**src/rtl/rv32_pipe_pkg.sv**
```systemverilog
// Shared RV32 pipeline definitions: opcodes, forward sources,
// hazard FSM states and operand-usage decode helpers.
package rv32_pipe_pkg;

  localparam logic [6:0] OP     = 7'b0110011;
  localparam logic [6:0] OP_IMM = 7'b0010011;
  localparam logic [6:0] LUI    = 7'b0110111;
  localparam logic [6:0] AUIPC  = 7'b0010111;
  localparam logic [6:0] JAL    = 7'b1101111;
  localparam logic [6:0] JALR   = 7'b1100111;
  localparam logic [6:0] BRANCH = 7'b1100011;
  localparam logic [6:0] LOAD   = 7'b0000011;
  localparam logic [6:0] STORE  = 7'b0100011;

  typedef enum logic [1:0] {
    FWD_NONE,
    FWD_EXE,
    FWD_ACC,
    FWD_WB
  } fwd_src_t;

  typedef enum logic {
    ST_RUN,
    ST_FLUSH
  } hz_state_t;

  function automatic logic writes_rd(input logic [6:0] op);
    return op inside {OP, OP_IMM, LUI, AUIPC, JAL, JALR, LOAD};
  endfunction

  function automatic logic reads_rs1(input logic [6:0] op);
    return op inside {OP, OP_IMM, LOAD, STORE, BRANCH, JALR};
  endfunction

  function automatic logic reads_rs2(input logic [6:0] op);
    return op inside {OP, STORE, BRANCH};
  endfunction

  function automatic logic is_jump(input logic [6:0] op);
    return op inside {JAL, JALR};
  endfunction

endpackage

```
**src/rtl/hazard_fwd_sel.sv**
```systemverilog
// Per-operand forward selector: youngest matching writer wins,
// an EXE load match raises load_use instead of forwarding.
module hazard_fwd_sel
  import rv32_pipe_pkg::*;
#(
  parameter int XLEN    = 32,
  parameter int RADDR_W = 5
) (
  input  logic               rs_en,
  input  logic [RADDR_W-1:0] rs,
  input  logic [XLEN-1:0]    data_rf,
  input  logic               wr_exe,
  input  logic [RADDR_W-1:0] rd_exe,
  input  logic               ld_exe,
  input  logic [XLEN-1:0]    d_exe,
  input  logic               wr_acc,
  input  logic [RADDR_W-1:0] rd_acc,
  input  logic [XLEN-1:0]    d_acc,
  input  logic               wr_wb,
  input  logic [RADDR_W-1:0] rd_wb,
  input  logic [XLEN-1:0]    d_wb,
  output fwd_src_t           src,
  output logic [XLEN-1:0]    data,
  output logic               load_use,
  output logic               hit
);

  logic rd_ok;
  logic m_exe;
  logic m_acc;
  logic m_wb;

  assign rd_ok = rs_en && (rs != '0);
  assign m_exe = rd_ok && wr_exe && (rd_exe == rs);
  assign m_acc = rd_ok && wr_acc && (rd_acc == rs);
  assign m_wb  = rd_ok && wr_wb  && (rd_wb  == rs);
  assign hit   = m_exe || m_acc || m_wb;

  // Pick the youngest writer; a load still in EXE has no data yet
  always_comb begin
    src      = FWD_NONE;
    data     = data_rf;
    load_use = 1'b0;
    if (m_exe) begin
      if (ld_exe) begin
        load_use = 1'b1;
      end else begin
        src  = FWD_EXE;
        data = d_exe;
      end
    end else if (m_acc) begin
      src  = FWD_ACC;
      data = d_acc;
    end else if (m_wb) begin
      src  = FWD_WB;
      data = d_wb;
    end
  end

endmodule

```
**src/rtl/hazard_fwd_unit.sv**
```systemverilog
// RAW forwarding, load-use stall, branch redirect/flush control
// and saturating stall/flush counters for the 5-stage pipeline.
module hazard_fwd_unit
  import rv32_pipe_pkg::*;
#(
  parameter int XLEN      = 32,
  parameter int RADDR_W   = 5,
  parameter int FLUSH_CYC = 2,
  parameter int FWD_EN    = 1,
  parameter int CNT_W     = 16
) (
  input  logic             clk,
  input  logic             rst,
  input  logic [31:0]      instr_de,
  input  logic             valid_de,
  input  logic [XLEN-1:0]  data_a_de,
  input  logic [XLEN-1:0]  data_b_de,
  input  logic [31:0]      instr_exe,
  input  logic             valid_exe,
  input  logic [XLEN-1:0]  alu_out_exe,
  input  logic [XLEN-1:0]  pc_exe,
  input  logic             br_taken_exe,
  input  logic [31:0]      instr_acc,
  input  logic             valid_acc,
  input  logic [XLEN-1:0]  alu_out_acc,
  input  logic [XLEN-1:0]  dmem_out_acc,
  input  logic [XLEN-1:0]  pc_4_acc,
  input  logic [31:0]      instr_wb,
  input  logic             valid_wb,
  input  logic [XLEN-1:0]  data_d_wb,
  output logic [XLEN-1:0]  data_a_mgr,
  output logic [XLEN-1:0]  data_b_mgr,
  output logic             hazard_a,
  output logic             hazard_b,
  output logic             stall,
  output logic             pc_sel,
  output logic             false_path,
  output logic [CNT_W-1:0] stall_cnt,
  output logic [CNT_W-1:0] flush_cnt
);

  localparam logic [2:0] FC_LOAD = 3'(FLUSH_CYC - 1);

  hz_state_t state;
  logic [2:0] fcnt;

  logic [6:0] op_de, op_exe, op_acc, op_wb;
  logic [RADDR_W-1:0] rd_exe, rd_acc, rd_wb;
  logic de_ok, wr_exe, wr_acc, wr_wb, ld_exe;
  logic [XLEN-1:0] d_exe, d_acc;
  logic redirect, stall_raw;
  fwd_src_t src_a, src_b;
  logic [XLEN-1:0] sel_a, sel_b;
  logic lu_a, lu_b, hit_a, hit_b;
  logic unused;

  assign op_de  = instr_de[6:0];
  assign op_exe = instr_exe[6:0];
  assign op_acc = instr_acc[6:0];
  assign op_wb  = instr_wb[6:0];
  assign rd_exe = instr_exe[7 +: RADDR_W];
  assign rd_acc = instr_acc[7 +: RADDR_W];
  assign rd_wb  = instr_wb[7 +: RADDR_W];

  assign unused = ^{instr_de[31:25], instr_de[14:7],
                    instr_exe[31:12], instr_acc[31:12],
                    instr_wb[31:12]};

  assign de_ok  = !rst && valid_de && (state == ST_RUN);
  assign wr_exe = valid_exe && writes_rd(op_exe) && (rd_exe != '0);
  assign wr_acc = valid_acc && writes_rd(op_acc) && (rd_acc != '0);
  assign wr_wb  = valid_wb  && writes_rd(op_wb)  && (rd_wb  != '0);
  assign ld_exe = (op_exe == LOAD);

  assign d_exe = is_jump(op_exe) ? pc_exe + XLEN'(4) : alu_out_exe;
  assign d_acc = (op_acc == LOAD)  ? dmem_out_acc :
                 is_jump(op_acc)   ? pc_4_acc     : alu_out_acc;

  assign redirect = !rst && (state == ST_RUN) && valid_exe &&
                    (is_jump(op_exe) ||
                     ((op_exe == BRANCH) && br_taken_exe));

  hazard_fwd_sel #(.XLEN(XLEN), .RADDR_W(RADDR_W)) u_sel_a (
    .rs_en(de_ok && reads_rs1(op_de)),
    .rs(instr_de[15 +: RADDR_W]), .data_rf(data_a_de),
    .wr_exe(wr_exe), .rd_exe(rd_exe), .ld_exe(ld_exe), .d_exe(d_exe),
    .wr_acc(wr_acc), .rd_acc(rd_acc), .d_acc(d_acc),
    .wr_wb(wr_wb), .rd_wb(rd_wb), .d_wb(data_d_wb),
    .src(src_a), .data(sel_a), .load_use(lu_a), .hit(hit_a)
  );

  hazard_fwd_sel #(.XLEN(XLEN), .RADDR_W(RADDR_W)) u_sel_b (
    .rs_en(de_ok && reads_rs2(op_de)),
    .rs(instr_de[20 +: RADDR_W]), .data_rf(data_b_de),
    .wr_exe(wr_exe), .rd_exe(rd_exe), .ld_exe(ld_exe), .d_exe(d_exe),
    .wr_acc(wr_acc), .rd_acc(rd_acc), .d_acc(d_acc),
    .wr_wb(wr_wb), .rd_wb(rd_wb), .d_wb(data_d_wb),
    .src(src_b), .data(sel_b), .load_use(lu_b), .hit(hit_b)
  );

  // Without forwarding every match waits for the writer to retire
  always_comb begin
    if (FWD_EN != 0) begin
      hazard_a   = (src_a != FWD_NONE);
      hazard_b   = (src_b != FWD_NONE);
      data_a_mgr = sel_a;
      data_b_mgr = sel_b;
      stall_raw  = lu_a || lu_b;
    end else begin
      hazard_a   = 1'b0;
      hazard_b   = 1'b0;
      data_a_mgr = data_a_de;
      data_b_mgr = data_b_de;
      stall_raw  = hit_a || hit_b;
    end
  end

  assign stall      = stall_raw && !redirect;
  assign pc_sel     = redirect;
  assign false_path = !rst && (redirect || (state == ST_FLUSH));

  // Redirect FSM: hold the squash for the remaining flush cycles
  always_ff @(posedge clk) begin
    if (rst) begin
      state <= ST_RUN;
      fcnt  <= '0;
    end else begin
      unique case (state)
        ST_RUN: begin
          if (redirect && (FLUSH_CYC > 1)) begin
            fcnt  <= FC_LOAD;
            state <= ST_FLUSH;
          end
        end
        ST_FLUSH: begin
          fcnt <= fcnt - 3'd1;
          if (fcnt == 3'd1) state <= ST_RUN;
        end
        default: state <= ST_RUN;
      endcase
    end
  end

  // Saturating performance counters
  always_ff @(posedge clk) begin
    if (rst) begin
      stall_cnt <= '0;
      flush_cnt <= '0;
    end else begin
      if (stall && (stall_cnt != '1))
        stall_cnt <= stall_cnt + CNT_W'(1);
      if (pc_sel && (flush_cnt != '1))
        flush_cnt <= flush_cnt + CNT_W'(1);
    end
  end

endmodule

```
**config.mk**
```make
export PLATFORM = sky130hd
export DESIGN_NAME = hazard_fwd_unit
export DESIGN_NICKNAME = d
export VERILOG_FILES = /design/src/rtl/rv32_pipe_pkg.sv /design/src/rtl/hazard_fwd_sel.sv /design/src/rtl/hazard_fwd_unit.sv
export SDC_FILE = /design/constraint.sdc
export NUM_CORES = 1
export LEC_CHECK = 0
export ABC_AREA = 1
export BUFFER_PORTS_ARGS = -buffer_cell sky130_fd_sc_hd__buf_2
export CORE_AREA = 4 4 189 191
export DETAILED_ROUTE_END_ITERATION = 6
export DIE_AREA = 0 0 193 195
export GPL_TIMING_DRIVEN = 0
export SLEW_MARGIN = 25
export SYNTH_ARGS = -nofsm -noshare
export SYNTH_HDL_FRONTEND = slang
export SYNTH_HIERARCHICAL = 1
export SYNTH_SLANG_ARGS = --single-unit
export TNS_END_PERCENT = 100
```
**constraint.sdc**
```tcl
create_clock -name clk -period 5.1 [get_ports clk]
set_input_delay 0.255 -clock clk [delete_from_list [all_inputs] [get_ports clk]]
set_output_delay 0.255 -clock clk [all_outputs]
set_load 0.005 [all_outputs]
```
### After elaboration in Yosys (flattened, before gate mapping)

Cells that the tools add are included.
Widths: inputs -> output; s select.

* muxes and demuxes: 26
* add/subtract/negate cells: 4
* bitwise logic cells: 1
* reduce and logical (&&, ||, !) cells: 51
* equal/unequal tests: 38

Operators by type and width (number)
* $mux 32: 11
* $eq 7x7->1 const B: 9
* $eq 7x6->1 const B: 8
* $eq 7x5->1 const B: 7
* $add 16x1->16 const B: 2
* $add 32x3->32 const B: 1
* $logic_and 1x1->1: 32
* $ne 16x16->1 const B: 2
* $eq 5x5->1: 6
* $eq 7x2->1 const B: 4
* $reduce_bool 5->1: 5
* $reduce_bool 7->1: 3
* $mux 2: 6
* $reduce_bool 2->1: 4
* $mux 1: 6
* $pmux 3 s2: 1
* $reduce_bool 6->1: 1
* $eq 3x1->1 const B: 1
* $logic_or 1x1->1: 3
* $mux 3: 1
* $reduce_bool 3->1: 1
* $sub 3x1->3 const B: 1
* $logic_not 1->1: 2
* $ne 2x2->1 const B: 1
* other kinds (2): 2

* word-level logic and storage cells: 124
* output and inout port bits: 101
* flip-flop bits (word level): 36

### Depth between registers and ports, before layout

* depth after elaboration: 11
* gate-level depth with buffers: 18

### Modules after synthesis

Netlist, hierarchy kept.

By module, submodules not included
* hazard_fwd_unit: instances 1, area each 4304.1 um^2, cells each 784
* hazard_fwd_sel: instances 2, area each 2060.7 um^2, cells each 422

### Least setup slack after synthesis

OpenSTA, ideal clock, no wires.

* kind: input port to flip-flop
* start point: input port instr_exe[1]
* end point: register stall_cnt[12]
* data arrival time: 2.752 ns
* required time: 4.990 ns
* path buffers: 1
* stages on the path: 18
* path slack: 2.239 ns
* cells stage by stage: nand2_1 > inv_1 > nand2_1 > nor4_1 > nor3_1 > nor3_1 > nand2_1 > nor2_2 > nand3_4 > nor2_8 > nand2_1 > inv_1 > nor2_1 > a21oi_1 > buf_2 > nand3_1 > nand2_1 > nor2_1

* word-level cells in the longest chain between the ends: 10

Ends and longest elaborated chain
* from (decl): line hazard_fwd_unit.sv:18 `input logic [31:0] instr_exe,`
* $eq 7x2->1: line hazard_fwd_unit.sv:73 `assign ld_exe = (op_exe == LOAD);`
* net ld_exe: line hazard_fwd_unit.sv:49 `logic de_ok, wr_exe, wr_acc, wr_wb, ld_exe;`
* $reduce_bool 7->1: line rv32_pipe_pkg.sv:28 `return op inside {OP, OP_IMM, LUI, AUIPC, JAL, JALR, LOAD};`
* $logic_and 1x1->1 (2 in a row): line hazard_fwd_unit.sv:70 `assign wr_exe = valid_exe && writes_rd(op_exe) && (rd_exe != '0);`
* net wr_exe: line hazard_fwd_unit.sv:49
* $logic_and 1x1->1 (2 in a row): line hazard_fwd_sel.sv:34 `assign m_exe = rd_ok && wr_exe && (rd_exe == rs);`
* $mux 1: line hazard_fwd_sel.sv:44 `if (m_exe) begin`
* net lu_b: line hazard_fwd_unit.sv:54 `logic lu_a, lu_b, hit_a, hit_b;`
* $logic_or 1x1->1: line hazard_fwd_unit.sv:108 `stall_raw = lu_a || lu_b;`
* $logic_and 1x1->1: line hazard_fwd_unit.sv:118 `assign stall = stall_raw && !redirect;`
* net stall: line hazard_fwd_unit.sv:35 `output logic stall,`
* $logic_and 1x1->1: line hazard_fwd_unit.sv:150 `if (stall && (stall_cnt != '1))`
* to (signal assigned): line hazard_fwd_unit.sv:151 `stall_cnt <= stall_cnt + CNT_W'(1);`
* to (decl): line hazard_fwd_unit.sv:38 `output logic [CNT_W-1:0] stall_cnt,`

The timed path passes the listed nets, and every way through them passes these cells.
A chain may end at the register's enable or synchronous reset.

### Worst setup path after layout

* start point: input port instr_exe[3]
* end point: output port stall

* word-level cells in the longest chain between the ends: 9

Ends and longest elaborated chain (line)
* $eq 7x2->1: hazard_fwd_unit.sv:73
* net ld_exe: hazard_fwd_unit.sv:49
* $reduce_bool 7->1: rv32_pipe_pkg.sv:28
* $logic_and 1x1->1 (2 in a row): hazard_fwd_unit.sv:70
* net wr_exe: hazard_fwd_unit.sv:49
* $logic_and 1x1->1 (2 in a row): hazard_fwd_sel.sv:34
* $mux 1: hazard_fwd_sel.sv:44
* net lu_a: hazard_fwd_unit.sv:54
* $logic_or 1x1->1: hazard_fwd_unit.sv:108
* $logic_and 1x1->1: hazard_fwd_unit.sv:118
* to (decl): hazard_fwd_unit.sv:35

The timed path passes the listed nets, and every way through them passes these cells.

==> flow_metrics.tcl <==
set metrics [dict create \
    status "complete, no violations" \
    hp-class "input pin to register" \
    cts_setup_buffers 0 \
    core_um2 34120 \
    slowest_delay_ns 0.67 \
    tns_ns 0 \
    die_h_um 195 \
    io_buffers 414 \
    critPathKind "input pin to output port" \
    synth_warnings 6 \
    nNetsFinal 2443 \
    setup_viol 0 \
    r2r-start "state$_SDFF_PP0_" \
    overflow 0 \
    cp_slowest_cell "nor4_2" \
    path_max_fanout 10 \
    ctsHoldBuffers 0 \
    crit_path_cell_trace "buf_2 > nor2_1 > nand2_1 > nor4_2 > nor3_1 > nor3_1 > nand2_1 > nor2_2 > nand3_4 > nor2_8 > nand2_1 > inv_1 > nor2_1 > a21oi_1 > buf_2 > buf_2" \
    dp_hpwl_mm 40.91 \
    cts_resized 0 \
    seq_area_um2 720.7 \
    p_leak_nw 6.016 \
    worstSkewPairLatency_ns 0.28 \
    min_period_ns 3.839 \
    initial_utilization_pct 24.67 \
    max_slew_margin_pct 41.22 \
    worst-path-stages 16 \
    num_vias 12658 \
    fill_cells 3943 \
    busiest_layer "met2" \
    cp-end-kind "output port" \
    power_density_nw_per_um2 97.99 \
    vias_per_cell 5.053 \
    cts_tree "done" \
    gr-usage-all-layers_pct 23.86 \
    met1_usage_pct 27.08 \
    fin_total_pwr_mw 1.099 \
    fin_worst_skew_ns 0.005996 \
    syn_area_um2 8416 \
    crit_start "instr_exe[3]" \
    syn_nets 2022 \
    timing.final.crit_share_pct 75.28 \
    die-area_um2 37640 \
    crit_required_ns 4.85 \
    gp_congestion 0.9664 \
    ios 492 \
    numCtsBuffers 5 \
    rsz0062_at_grt "no" \
    wire_per_inst_um 19.38 \
    drc 0 \
    antenna_found_initial 12 \
    ir_drop_v 0.0001366 \
    fp.dieW_um 193 \
    crit_path_end "stall" \
    clockBufferDepth 2 \
    worstMarginPinSlew_ns 0.8745 \
    htree_num_levels 2 \
    wl_mm 48.55 \
    cap_violations 0 \
    syn-mean-instance-area_um2 5.176 \
    met2_usage_pct 41.48 \
    dp_slack_ns 1.277 \
    whs_ns 0.4496 \
    clock_sinks 36 \
    grtUsageMet3_pct 5.077 \
    area_delta_synth_final_pct 33.30 \
    start_kind "input pin" \
    grt_max_degree 12 \
    r2r_cells 12 \
    clockRootBuffer "clkbuf_16" \
    grt_pass1_wl_mm 70.03 \
    r2r_slack_ns 2.00 \
    drive_gt1_share_pct 25.88 \
    critPathArrivalTime_ns 3.58 \
    drt_iter0_markers 986 \
    hold_violations 0 \
    rows 68 \
    grt_pass1_vias 12270 \
    postRouteAntennaNets 0 \
    drtPass1Iterations 6 \
    drv_slew 0 \
    synthCells 1626 \
    rr_endpoint "stall_cnt[15]$_SDFFE_PP0P_" \
    multi_input_area_um2 6494 \
    cp_top_family "simple AND/OR/NAND/NOR gates" \
    clk_pin_slew_worst_paths_ns 0.06 \
    path_buf_inv 4 \
    setup_slack_ns 1.261 \
    max_freq_mhz 260.5 \
]
how the worst min path moves through the flow:
stage	from	endpoint	slack, ns	cells past startpoint
after floorplan	fcnt[2]$_SDFFE_PP0P_	state$_SDFF_PP0_	0.45	2
after global placement	fcnt[2]$_SDFFE_PP0P_	state$_SDFF_PP0_	0.47	2
after detailed placement	fcnt[2]$_SDFFE_PP0P_	state$_SDFF_PP0_	0.49	2
after CTS	rst	stall_cnt[9]$_SDFFE_PP0P_	0.42	4
after global routing	rst	stall_cnt[10]$_SDFFE_PP0P_	0.44	4
final	rst	stall_cnt[10]$_SDFFE_PP0P_	0.45	4
state kept, by name (all words and copies together), names as in the netlist:
| name | flops |
|---|---|
| flush_cnt | 16 |
| stall_cnt | 16 |
| fcnt | 3 |
| state | 1 |
worst min-delay path, cell delays in order:
cell     delay, ns
buf_2         0.13
inv_1         0.16
nand2_1       0.11
nor2_1        0.03
power breakdown:
part           switching, mW  internal [mW]
sequential          0.000230          0.281
clock                  0.125          0.193
combinational          0.303          0.198
total                  0.427          0.672
metal layers:
layer | part of all wire, % | up-vias
met2 | 47 | 656
met4 | 6.0 | 20
met3 | 9.2 | 140
met5 | 0.28 | -
li1 | - | 6141
met1 | 37 | 5701
cells in the final DEF, fill, tap and decap left out, types with 2 or more instances in the layout:
master     count
nand3b_1      72
nand2_2        4
inv_1        160
nand2_1      559
nor3_1        16
dfxtp_1       36
clkbuf_16      5
inv_2         10
a31oi_1       38
buf_4          6
nor2_1       148
diode_2        2
nor2_2        10
clkinv_1       3
nor2_8         2
a21oi_1       36
nand2_4        5
nor4_1         2
nor2_4        10
buf_1          2
ha_1           5
clkbuf_1      40
nand3_2        6
clkinv_2       2
buf_2        434
or2_2          3
o21ai_0       78
nand3_1      228
xnor2_1       12
nand3_4        3
xor2_1        21
buf_6         21
nand4_1       56
area by class of cell:
cell class / count / area share (%)
Multi-Input combinational cell: 1327 / 57.89
Timing Repair Buffer: 414 / 18.47
Sequential cell: 36 / 6.424
Inverter: 173 / 5.789
Tap cell: 455 / 5.075
Buffer: 90 / 4.985
Clock buffer: 6 / 1.238
Clock inverter: 2 / 0.08923
Antenna cell: 2 / 0.04461
through the flow:
step	area [um2]	cells	utilization (%)
floorplan	8416	1626	-
CTS	11210	2503	32.87
finish	11220	2505	32.88
global placement	11060	2495	32.41
detailed placement	11060	2495	32.43
global route	11220	2505	32.88
Power figures use the tool's default switching activity.
